<file path="src/rtl/serdes_sched_pkg.sv">
// serdes_sched_pkg: shared constants and state encoding for the SERDES frame scheduler.
package serdes_sched_pkg;

   localparam int N_CH            = 2;
   localparam int DATA_W_DEF      = 8;
   localparam int TIMEOUT_CYC_DEF = 32;

   typedef enum logic [2:0] {
      IDLE  = 3'd0,
      START = 3'd1,
      SHIFT = 3'd2,
      WAIT  = 3'd3,
      RESP  = 3'd4
   } state_t;

endpackage

</file>
<file path="src/rtl/serdes_rr_arbiter.sv">
// serdes_rr_arbiter: combinational 2-way round-robin pick; the last winner is held by the caller.
module serdes_rr_arbiter
   import serdes_sched_pkg::*;
(
   input  logic [N_CH-1:0] req,
   input  logic            last_grant,
   input  logic            enable,
   output logic [N_CH-1:0] grant,
   output logic            grant_idx
);

   // On contention the channel that did not win last time goes next.
   always_comb begin
      grant     = 2'b00;
      grant_idx = 1'b0;
      if (enable) begin
         case (req)
            2'b01: begin
               grant     = 2'b01;
               grant_idx = 1'b0;
            end
            2'b10: begin
               grant     = 2'b10;
               grant_idx = 1'b1;
            end
            2'b11: begin
               grant     = last_grant ? 2'b01 : 2'b10;
               grant_idx = ~last_grant;
            end
            default: begin
               grant     = 2'b00;
               grant_idx = 1'b0;
            end
         endcase
      end else begin
         grant     = 2'b00;
         grant_idx = 1'b0;
      end
   end

endmodule

</file>
<file path="src/rtl/serdes_frame_scheduler.sv">
// serdes_frame_scheduler: shares the serial encryptor between two byte requesters.
// Optional WAIT-state timeout is enabled by defining SERDES_SCHED_TIMEOUT_EN.
module serdes_frame_scheduler
   import serdes_sched_pkg::*;
#(
   parameter int DATA_W      = DATA_W_DEF,
   parameter int TIMEOUT_CYC = TIMEOUT_CYC_DEF
) (
   input  logic                clk,
   input  logic                rst,
   input  logic [1:0]          req_valid,
   output logic [1:0]          req_ready,
   input  logic [2*DATA_W-1:0] req_a,
   input  logic [2*DATA_W-1:0] req_b,
   output logic                rsp_valid,
   input  logic                rsp_ready,
   output logic                rsp_ch,
   output logic [DATA_W-1:0]   rsp_cipher,
   output logic                rsp_err,
   output logic                enc_start,
   output logic                enc_a_bit,
   output logic                enc_b_bit,
   input  logic [DATA_W-1:0]   enc_cipher,
   input  logic                enc_done,
   output logic                busy
);

   localparam int CNT_W = $clog2(DATA_W) + 1;

   state_t              state_r;
   state_t              state_nxt_s;
   logic                last_grant_r;
   logic                ch_r;
   logic [DATA_W-1:0]   a_sh_r;
   logic [DATA_W-1:0]   b_sh_r;
   logic [DATA_W-1:0]   cipher_r;
   logic [CNT_W-1:0]    bit_cnt_r;
   logic                enc_start_r;
   logic                enc_a_bit_r;
   logic                enc_b_bit_r;
   logic                rsp_valid_r;
   logic                busy_r;
   logic [N_CH-1:0]     grant_s;
   logic                grant_idx_s;
   logic                arb_en_s;
   logic                accept_s;
   logic                timeout_s;

   // Reset gates the grant so req_ready is low while rst is held.
   assign arb_en_s = (state_r == IDLE) && !rst;
   assign accept_s = |grant_s;

   serdes_rr_arbiter u_arb (
      .req        (req_valid),
      .last_grant (last_grant_r),
      .enable     (arb_en_s),
      .grant      (grant_s),
      .grant_idx  (grant_idx_s)
   );

`ifdef SERDES_SCHED_TIMEOUT_EN
   localparam int TO_W = $clog2(TIMEOUT_CYC) + 1;

   logic [TO_W-1:0] wait_cnt_r;
   logic            rsp_err_r;

   assign timeout_s = (state_r == WAIT) && !enc_done &&
                      (wait_cnt_r == TO_W'(TIMEOUT_CYC - 1));

   // Count WAIT cycles; held at zero outside WAIT so each entry starts fresh.
   always_ff @(posedge clk or posedge rst) begin
      if (rst) begin
         wait_cnt_r <= {TO_W{1'b0}};
      end else if (state_r != WAIT) begin
         wait_cnt_r <= {TO_W{1'b0}};
      end else begin
         wait_cnt_r <= wait_cnt_r + TO_W'(1);
      end
   end

   // Error flag: cleared by a real completion, set by a timeout abort.
   always_ff @(posedge clk or posedge rst) begin
      if (rst) begin
         rsp_err_r <= 1'b0;
      end else if ((state_r == WAIT) && enc_done) begin
         rsp_err_r <= 1'b0;
      end else if (timeout_s) begin
         rsp_err_r <= 1'b1;
      end else begin
         rsp_err_r <= rsp_err_r;
      end
   end

   assign rsp_err = rsp_err_r;
`else
   assign timeout_s = 1'b0;
   assign rsp_err   = 1'b0;
`endif

   // State register.
   always_ff @(posedge clk or posedge rst) begin
      if (rst) begin
         state_r <= IDLE;
      end else begin
         state_r <= state_nxt_s;
      end
   end

   // Next-state decode.
   always_comb begin
      state_nxt_s = state_r;
      case (state_r)
         IDLE: begin
            if (accept_s) state_nxt_s = START;
            else          state_nxt_s = IDLE;
         end
         START: state_nxt_s = SHIFT;
         SHIFT: begin
            if (bit_cnt_r == CNT_W'(1)) state_nxt_s = WAIT;
            else                        state_nxt_s = SHIFT;
         end
         WAIT: begin
            if (enc_done || timeout_s) state_nxt_s = RESP;
            else                       state_nxt_s = WAIT;
         end
         RESP: begin
            if (rsp_ready) state_nxt_s = IDLE;
            else           state_nxt_s = RESP;
         end
         default: state_nxt_s = IDLE;
      endcase
   end

   // Request capture and round-robin history, updated only on the handshake.
   always_ff @(posedge clk or posedge rst) begin
      if (rst) begin
         ch_r         <= 1'b0;
         last_grant_r <= 1'b1;
      end else if (accept_s) begin
         ch_r         <= grant_idx_s;
         last_grant_r <= grant_idx_s;
      end else begin
         ch_r         <= ch_r;
         last_grant_r <= last_grant_r;
      end
   end

   // Operand shift registers: load on accept, shift out MSB-first while serialising.
   always_ff @(posedge clk or posedge rst) begin
      if (rst) begin
         a_sh_r <= {DATA_W{1'b0}};
         b_sh_r <= {DATA_W{1'b0}};
      end else if (accept_s) begin
         a_sh_r <= grant_idx_s ? req_a[2*DATA_W-1:DATA_W] : req_a[DATA_W-1:0];
         b_sh_r <= grant_idx_s ? req_b[2*DATA_W-1:DATA_W] : req_b[DATA_W-1:0];
      end else if (state_nxt_s == SHIFT) begin
         a_sh_r <= {a_sh_r[DATA_W-2:0], 1'b0};
         b_sh_r <= {b_sh_r[DATA_W-2:0], 1'b0};
      end else begin
         a_sh_r <= a_sh_r;
         b_sh_r <= b_sh_r;
      end
   end

   // Bit counter: loaded leaving START, counts down one per SHIFT cycle.
   always_ff @(posedge clk or posedge rst) begin
      if (rst) begin
         bit_cnt_r <= {CNT_W{1'b0}};
      end else if (state_r == START) begin
         bit_cnt_r <= CNT_W'(DATA_W);
      end else if (state_r == SHIFT) begin
         bit_cnt_r <= bit_cnt_r - CNT_W'(1);
      end else begin
         bit_cnt_r <= bit_cnt_r;
      end
   end

   // Cipher capture; a timeout abort reports an all-zero word.
   always_ff @(posedge clk or posedge rst) begin
      if (rst) begin
         cipher_r <= {DATA_W{1'b0}};
      end else if ((state_r == WAIT) && enc_done) begin
         cipher_r <= enc_cipher;
      end else if (timeout_s) begin
         cipher_r <= {DATA_W{1'b0}};
      end else begin
         cipher_r <= cipher_r;
      end
   end

   // Outputs registered from the next state so they line up with the state they belong to.
   always_ff @(posedge clk or posedge rst) begin
      if (rst) begin
         enc_start_r <= 1'b0;
         enc_a_bit_r <= 1'b0;
         enc_b_bit_r <= 1'b0;
         rsp_valid_r <= 1'b0;
         busy_r      <= 1'b0;
      end else begin
         enc_start_r <= (state_nxt_s == START);
         enc_a_bit_r <= (state_nxt_s == SHIFT) ? a_sh_r[DATA_W-1] : 1'b0;
         enc_b_bit_r <= (state_nxt_s == SHIFT) ? b_sh_r[DATA_W-1] : 1'b0;
         rsp_valid_r <= (state_nxt_s == RESP);
         busy_r      <= (state_nxt_s != IDLE);
      end
   end

   assign req_ready  = grant_s;
   assign enc_start  = enc_start_r;
   assign enc_a_bit  = enc_a_bit_r;
   assign enc_b_bit  = enc_b_bit_r;
   assign rsp_valid  = rsp_valid_r;
   assign rsp_ch     = ch_r;
   assign rsp_cipher = cipher_r;
   assign busy       = busy_r;

endmodule

</file>
<file path="config.mk">
export PLATFORM = sky130hd
export DESIGN_NAME = serdes_frame_scheduler
export DESIGN_NICKNAME = d
export VERILOG_FILES = /design/src/rtl/serdes_sched_pkg.sv /design/src/rtl/serdes_rr_arbiter.sv /design/src/rtl/serdes_frame_scheduler.sv
export SDC_FILE = /design/constraint.sdc
export NUM_CORES = 1
export LEC_CHECK = 0
export ABC_AREA = 1
export CAP_MARGIN = 10
export CELL_PAD_IN_SITES_DETAIL_PLACEMENT = 0
export CELL_PAD_IN_SITES_GLOBAL_PLACEMENT = 1
export CORE_AREA = 2 2 83 85
export CTS_BUF_LIST = sky130_fd_sc_hd__clkbuf_8 sky130_fd_sc_hd__clkbuf_16
export DETAILED_ROUTE_END_ITERATION = 10
export DIE_AREA = 0 0 85 87
export GPL_ROUTABILITY_DRIVEN = 0
export PLACE_DENSITY = 0.8
export SYNTH_ARGS = -nofsm -noshare
export SYNTH_HDL_FRONTEND = slang
export SYNTH_SLANG_ARGS = --single-unit
export TNS_END_PERCENT = 50
</file>
<file path="constraint.sdc">
create_clock -name clk -period 4.5 [get_ports clk]
set_input_delay 1.35 -clock clk [delete_from_list [all_inputs] [get_ports clk]]
set_output_delay 1.35 -clock clk [all_outputs]
set_load 0.01 [all_outputs]
</file>
# Word-level counts from Yosys, hierarchy flattened

Index checks and enable logic that the tools add are counted.

Flip-flop bits (word level): 38
Bits of input ports: 46
Output and inout bits: 17
Logic and storage cells: 53

Add/subtract/negate cells: 1
Eq/ne operators: 11
Multiplexer cells: 20
Bitwise operators: 1
Reductions and logical operators: 8

Operators by type and width:

| kind                                                               | count |
|---|---|
| 8-bit two-way mux                                                  | 6 |
| 3-bit one-hot mux with 5 select lines                              | 1 |
| 3-bit by 2-bit == test with 1-bit output, second input constant    | 3 |
| 4-bit two-way mux                                                  | 2 |
| 3-bit by 1-bit == test with 1-bit output, second input constant    | 2 |
| 3-bit == test, second input constant                               | 2 |
| 3-bit two-way mux                                                  | 2 |
| 2-bit one-hot mux with 3 select lines                              | 1 |
| 1-bit two-way mux                                                  | 5 |
| 2-bit == test, second input constant                               | 2 |
| 4-bit by 1-bit == test with 1-bit output, second input constant    | 1 |
| 2-bit two-way mux                                                  | 2 |
| 2-bit nonzero test                                                 | 2 |
| 4-bit by 1-bit subtractor with 4-bit output, second input constant | 1 |
| 3-bit zero test                                                    | 1 |
| 3-bit nonzero test                                                 | 1 |
| 2-bit by 1-bit == test with 1-bit output, second input constant    | 1 |
| 1-bit logical AND                                                  | 2 |
| 1-bit one-hot mux with 2 select lines                              | 1 |
| 2-bit OR reduction                                                 | 1 |
| 1-bit zero test                                                    | 1 |
| 1-bit NOT                                                          | 1 |

# Longest topological paths before layout

Depth in word-level cells: 9
Mapped depth: 10
Mapped depth without buffers: 9

# By module

A second synthesis with hierarchy kept.

Cell total of the unflattened synthesis: 247
Area, all modules: 2020.7 um^2

By module, submodules not included:

| module                 | instances | cells each | area each (um^2) | sequential area each (um^2) |
|---|---|---|---|---|
| serdes_frame_scheduler | 1         | 241        | 1994.4           | 952.2 |
| serdes_rr_arbiter      | 1         | 6          | 26.3             | 0.0 |

# Worst setup path before layout

OpenSTA, ideal clock, no wires.

Path type: input to output
Start point: in rst
End point: out req_ready[0]
Arrival: 2.709 ns
Data required time: 3.150 ns
Path slack: 0.441 ns
Cell stages on the path: 3
Path buffers: 0
Cell sequence: inv_1 nand3_1 nor2_1

Longest elaborated chain between the ends: 3

Ends and longest elaborated chain:

| element                          | RTL line                     | RTL |
|---|---|---|
| start, declared                  | serdes_frame_scheduler.sv:10 | `input logic rst,` |
| 1-bit zero test (no source line) | --                           |  |
| 1-bit logical AND                | serdes_frame_scheduler.sv:50 | `assign arb_en_s = (state_r == IDLE) && !rst;` |
| 2-bit two-way mux                | serdes_rr_arbiter.sv:16      | `if (enable) begin` |
| end, declared                    | serdes_frame_scheduler.sv:12 | `output logic [1:0] req_ready,` |

No other way between the ends.

# Final worst setup path

Start point: in req_valid[1]
End point: out req_ready[1]

Longest elaborated chain between the ends: 3
Elaborated cells between the ends (all ways): 5
Classes of those cells: 3 x eq/ne; 2 x mux

Ends and longest elaborated chain:

| element                                                                          | RTL line                     | RTL |
|---|---|---|
| start, declared                                                                  | serdes_frame_scheduler.sv:11 | `input logic [1:0] req_valid,` |
| 2-bit == test / 2-bit by 1-bit == test with 1-bit output (equally long branches) | serdes_rr_arbiter.sv:17      | `case (req)` |
| 2-bit one-hot mux with 3 select lines *                                          | serdes_rr_arbiter.sv:17      |  |
| 2-bit two-way mux *                                                              | serdes_rr_arbiter.sv:16      |  |

Mark *: on every way between the ends. The rest lies on a longest branch, timed or not.

==> summary.md <==
| Metric | Value |
|---|---|
| Filler Cell Count | `672` |
| Most used cell, CP | `clkdlybuf4s50_1` |
| H-tree depth | `2` |
| Non-filler instance count after layout | `418` |
| Ys Warns | `0` |
| Setup crit end kind | `output port` |
| Sequential share of the synthesized area | `0.4543` |
| Hold crit path type | `reg2reg` |
| Ys async rst share | `1.000` |
| Crit-path max FO | `4` |
| Final setup violation count | `0` |
| Initial DRC count | `127` |
| Synthesized area | `2096 um2` |
| Post-synth top cells | `104 x nand2_1, 43 x inv_1, 37 x dfrtp_1` |
| Yosys top cell area share | `0.4418` |
| Worst vdd ir | `0.2525 mV` |
| DIE HEIGHT | `87 um` |
| Post-Route Skew | `0.005299 ns` |
| Post-synth cell types | `26` |
| #FFs+latches synth | `38` |
| First-pass GRT wire length | `7.810 mm` |
| Detailed-placement wirelength estimate | `3.291 mm` |
| Pin count of the biggest net entering global routing | `39` |
| Slowest stage cell, crit path | `clkdlybuf4s50_1` |
| Required time of the critical path | `3.15 ns` |
| Post-CTS sizing | `0` |
| Synth area leaders | `dfrtp_1 44%, nand2_1 19%, nand3_1 8.1%` |
| Max-cap violation count | `0` |
| Max stage delay on crit path | `0.55 ns` |
| Clock Path Buffers | `2` |
| Overall Global Routing Usage | `0.1307` |
| Core box area | `6569 um2` |
| Nets | `385` |
| Vias per Instance | `4.510` |
| CTS root buffer | `clkbuf_8` |
| Yosys top cell by area | `dfrtp_1` |
| Tcrit/Tclk final | `0.9491` |
| Setup TNS | `0 ns` |
| Crit Path Category | `in2out` |
| Final hold slack | `0.4798 ns` |
| Fin. Hold Viols | `0` |
| CTS sink cnt | `38` |
| Syn Nets | `323` |
| Power Density | `544.7 nW/um2` |
| Antenna cells | `0` |
| Cell row count | `30` |
| Final core occ | `0.4352` |
| Clk slew on worst S/H paths | `0.07 ns` |
| DRC errors left | `0` |
| Vias in the first global route | `1727` |
| Avg WL per Cell | `11.09 um` |
| Crit path cell chain | `clkdlybuf4s50_1 -> inv_2 -> a21oi_2 -> nand3_1 -> inv_1 -> clkdlybuf4s50_1` |
| Clk Latency, worst-skew pair | `0.28 ns` |
| GRT overflow | `0` |
| Slew Limit Fails | `0` |
| Critical path arrival | `2.92 ns` |
| Final wirelength | `4.636 mm` |
| I/O Buffers | `61` |
| Syn Inst Count | `275` |
| Die width | `85 um` |
| CTS buffer count | `5` |
| Layout cells sized above 1 | `0.1065` |
| Drt first pass iters | `4` |
| I/O Pins | `63` |
| Power Total | `1.557 mW` |
| Critical path launch point type | `primary input` |
| RSZ-0062 raised after global routing | `false` |
| Initial Util | `0.3190` |
| Syn avg cell area | `7.621 um2` |
| Area Overhead vs Synth | `36.42%` |
| CTS tree | `done` |
| Status | `complete, no violations` |
| Vias after detailed routing | `1885` |
| F_max | `234.1 MHz` |
| Area of the die | `7395 um2` |
| Post-CTS Setup Repair Bufs | `0` |
| Antenna violations before repair | `0` |
| Hold_buf cts | `0` |
| Post-synth EDFFs | `0` |
| Placed Cells | `410` |
| Most used DFF post-synth | `dfrtp_1` |
| Crit path time final | `4.271 ns` |
| Routed Antenna Nets | `0` |
| Pleak | `1.505 nW` |
| Most frequent cell after synthesis | `nand2_1` |
[flip-flops by register name, summed over array words and instances (netlist names)]
name / count
a_sh_r: 8
b_sh_r: 8
rsp_cipher: 8
bit_cnt_r: 4
state_r: 3
busy: 1
enc_a_bit: 1
enc_b_bit: 1
enc_start: 1
last_grant_r: 1
rsp_ch: 1
rsp_valid: 1
[routing by layer]
metal,global-route usage,wire (um),vias to the layer above
met4,0.03896,42,0
met2,0.2081,2164,40
met1,0.1777,2198,882
met5,0,0,-
li1,-,-,959
met3,0.03033,229,4
[placed cells by master, fill, tap and decap left out]
| master | instances |
|---|---|
| nand2_2 | 1 |
| nand3_2 | 3 |
| ha_1 | 2 |
| buf_4 | 4 |
| o21ai_0 | 4 |
| dfrtp_1 | 37 |
| nand3_1 | 34 |
| clkbuf_8 | 6 |
| a21oi_4 | 2 |
| conb_1 | 1 |
| nor3_1 | 2 |
| a21oi_2 | 3 |
| dfstp_2 | 1 |
| nand2_1 | 104 |
| inv_1 | 44 |
| nor2_4 | 1 |
| inv_2 | 3 |
| clkinv_2 | 1 |
| clkdlybuf4s50_1 | 61 |
| mux2_2 | 8 |
| nor2_2 | 2 |
| o21ai_2 | 1 |
| a21boi_1 | 1 |
| o21ai_1 | 2 |
| nor2_1 | 7 |
| xnor2_1 | 1 |
| o22ai_1 | 2 |
[path summary, 6_finish.rpt]
path	to	cells past startpoint	slack (ns)	startpoint
max reg2reg	b_sh_r[6]$_DFFE_PP0P_	9	2.42	state_r[1]$_DFF_PP0_
min in group asynchronous	bit_cnt_r[3]$_DFFE_PP0N_	3	1.65	rst
min	a_sh_r[0]$_DFFE_PP0P_	2	0.48	a_sh_r[0]$_DFFE_PP0P_
max in group asynchronous	last_grant_r$_DFFE_PP1N_	3	2.51	rst
min reg2reg	a_sh_r[0]$_DFFE_PP0P_	2	0.48	a_sh_r[0]$_DFFE_PP0P_
max	req_ready[1]	6	0.23	req_valid[1]
[kinds of logic after synthesis]
| family | share of synthesized area |
|---|---|
| other cells | 0.001789 |
| buf+inv | 0.1152 |
| mux | 0.04299 |
| compound gates | 0.05612 |
| flops | 0.4543 |
| fa+ha+maj | 0.01194 |
| simple gates | 0.3134 |
| xor+xnor | 0.004180 |
[layout make-up]
class | instances | area [um2] | area share
timing repair buffer | 65 | 640.6 | 0.2241
clock inverter | 2 | 8.758 | 0.003063
sequential | 38 | 952.2 | 0.3330
tap | 80 | 100.1 | 0.03501
multi-input combinational | 181 | 902.1 | 0.3155
clock buffer | 6 | 82.58 | 0.02888
inverter | 46 | 172.7 | 0.06039
[report_power, final]
| group | switching [mW] | internal (mW) | total [mW] | leakage, nW |
|---|---|---|---|---|
| Combinational | 0.437 | 0.332 | 0.768 | 0.967 |
| Clock | 0.111 | 0.121 | 0.232 | 0.0524 |
| Sequential | 0.0743 | 0.483 | 0.557 | 0.485 |
| Total | 0.622 | 0.935 | 1.56 | 1.50 |
[through the flow]
| step | cell area [um2] | setup slack, ns |
|---|---|---|
| floorplan | 2096 | 0.4410 |
| global placement | 2768 | 0.2579 |
| detailed placement | 2768 | 0.2527 |
| CTS | 2859 | 0.2343 |
| global route | 2859 | 0.1390 |
| finish | 2859 | 0.2290 |
[critical path, delay by kind of cell]
kind / cells / cell delay [ns]
compound gates: 1 / 0.13
simple gates: 1 / 0.17
buf+inv: 4 / 1.26
Note: power is estimated with default switching activity, not from simulation.
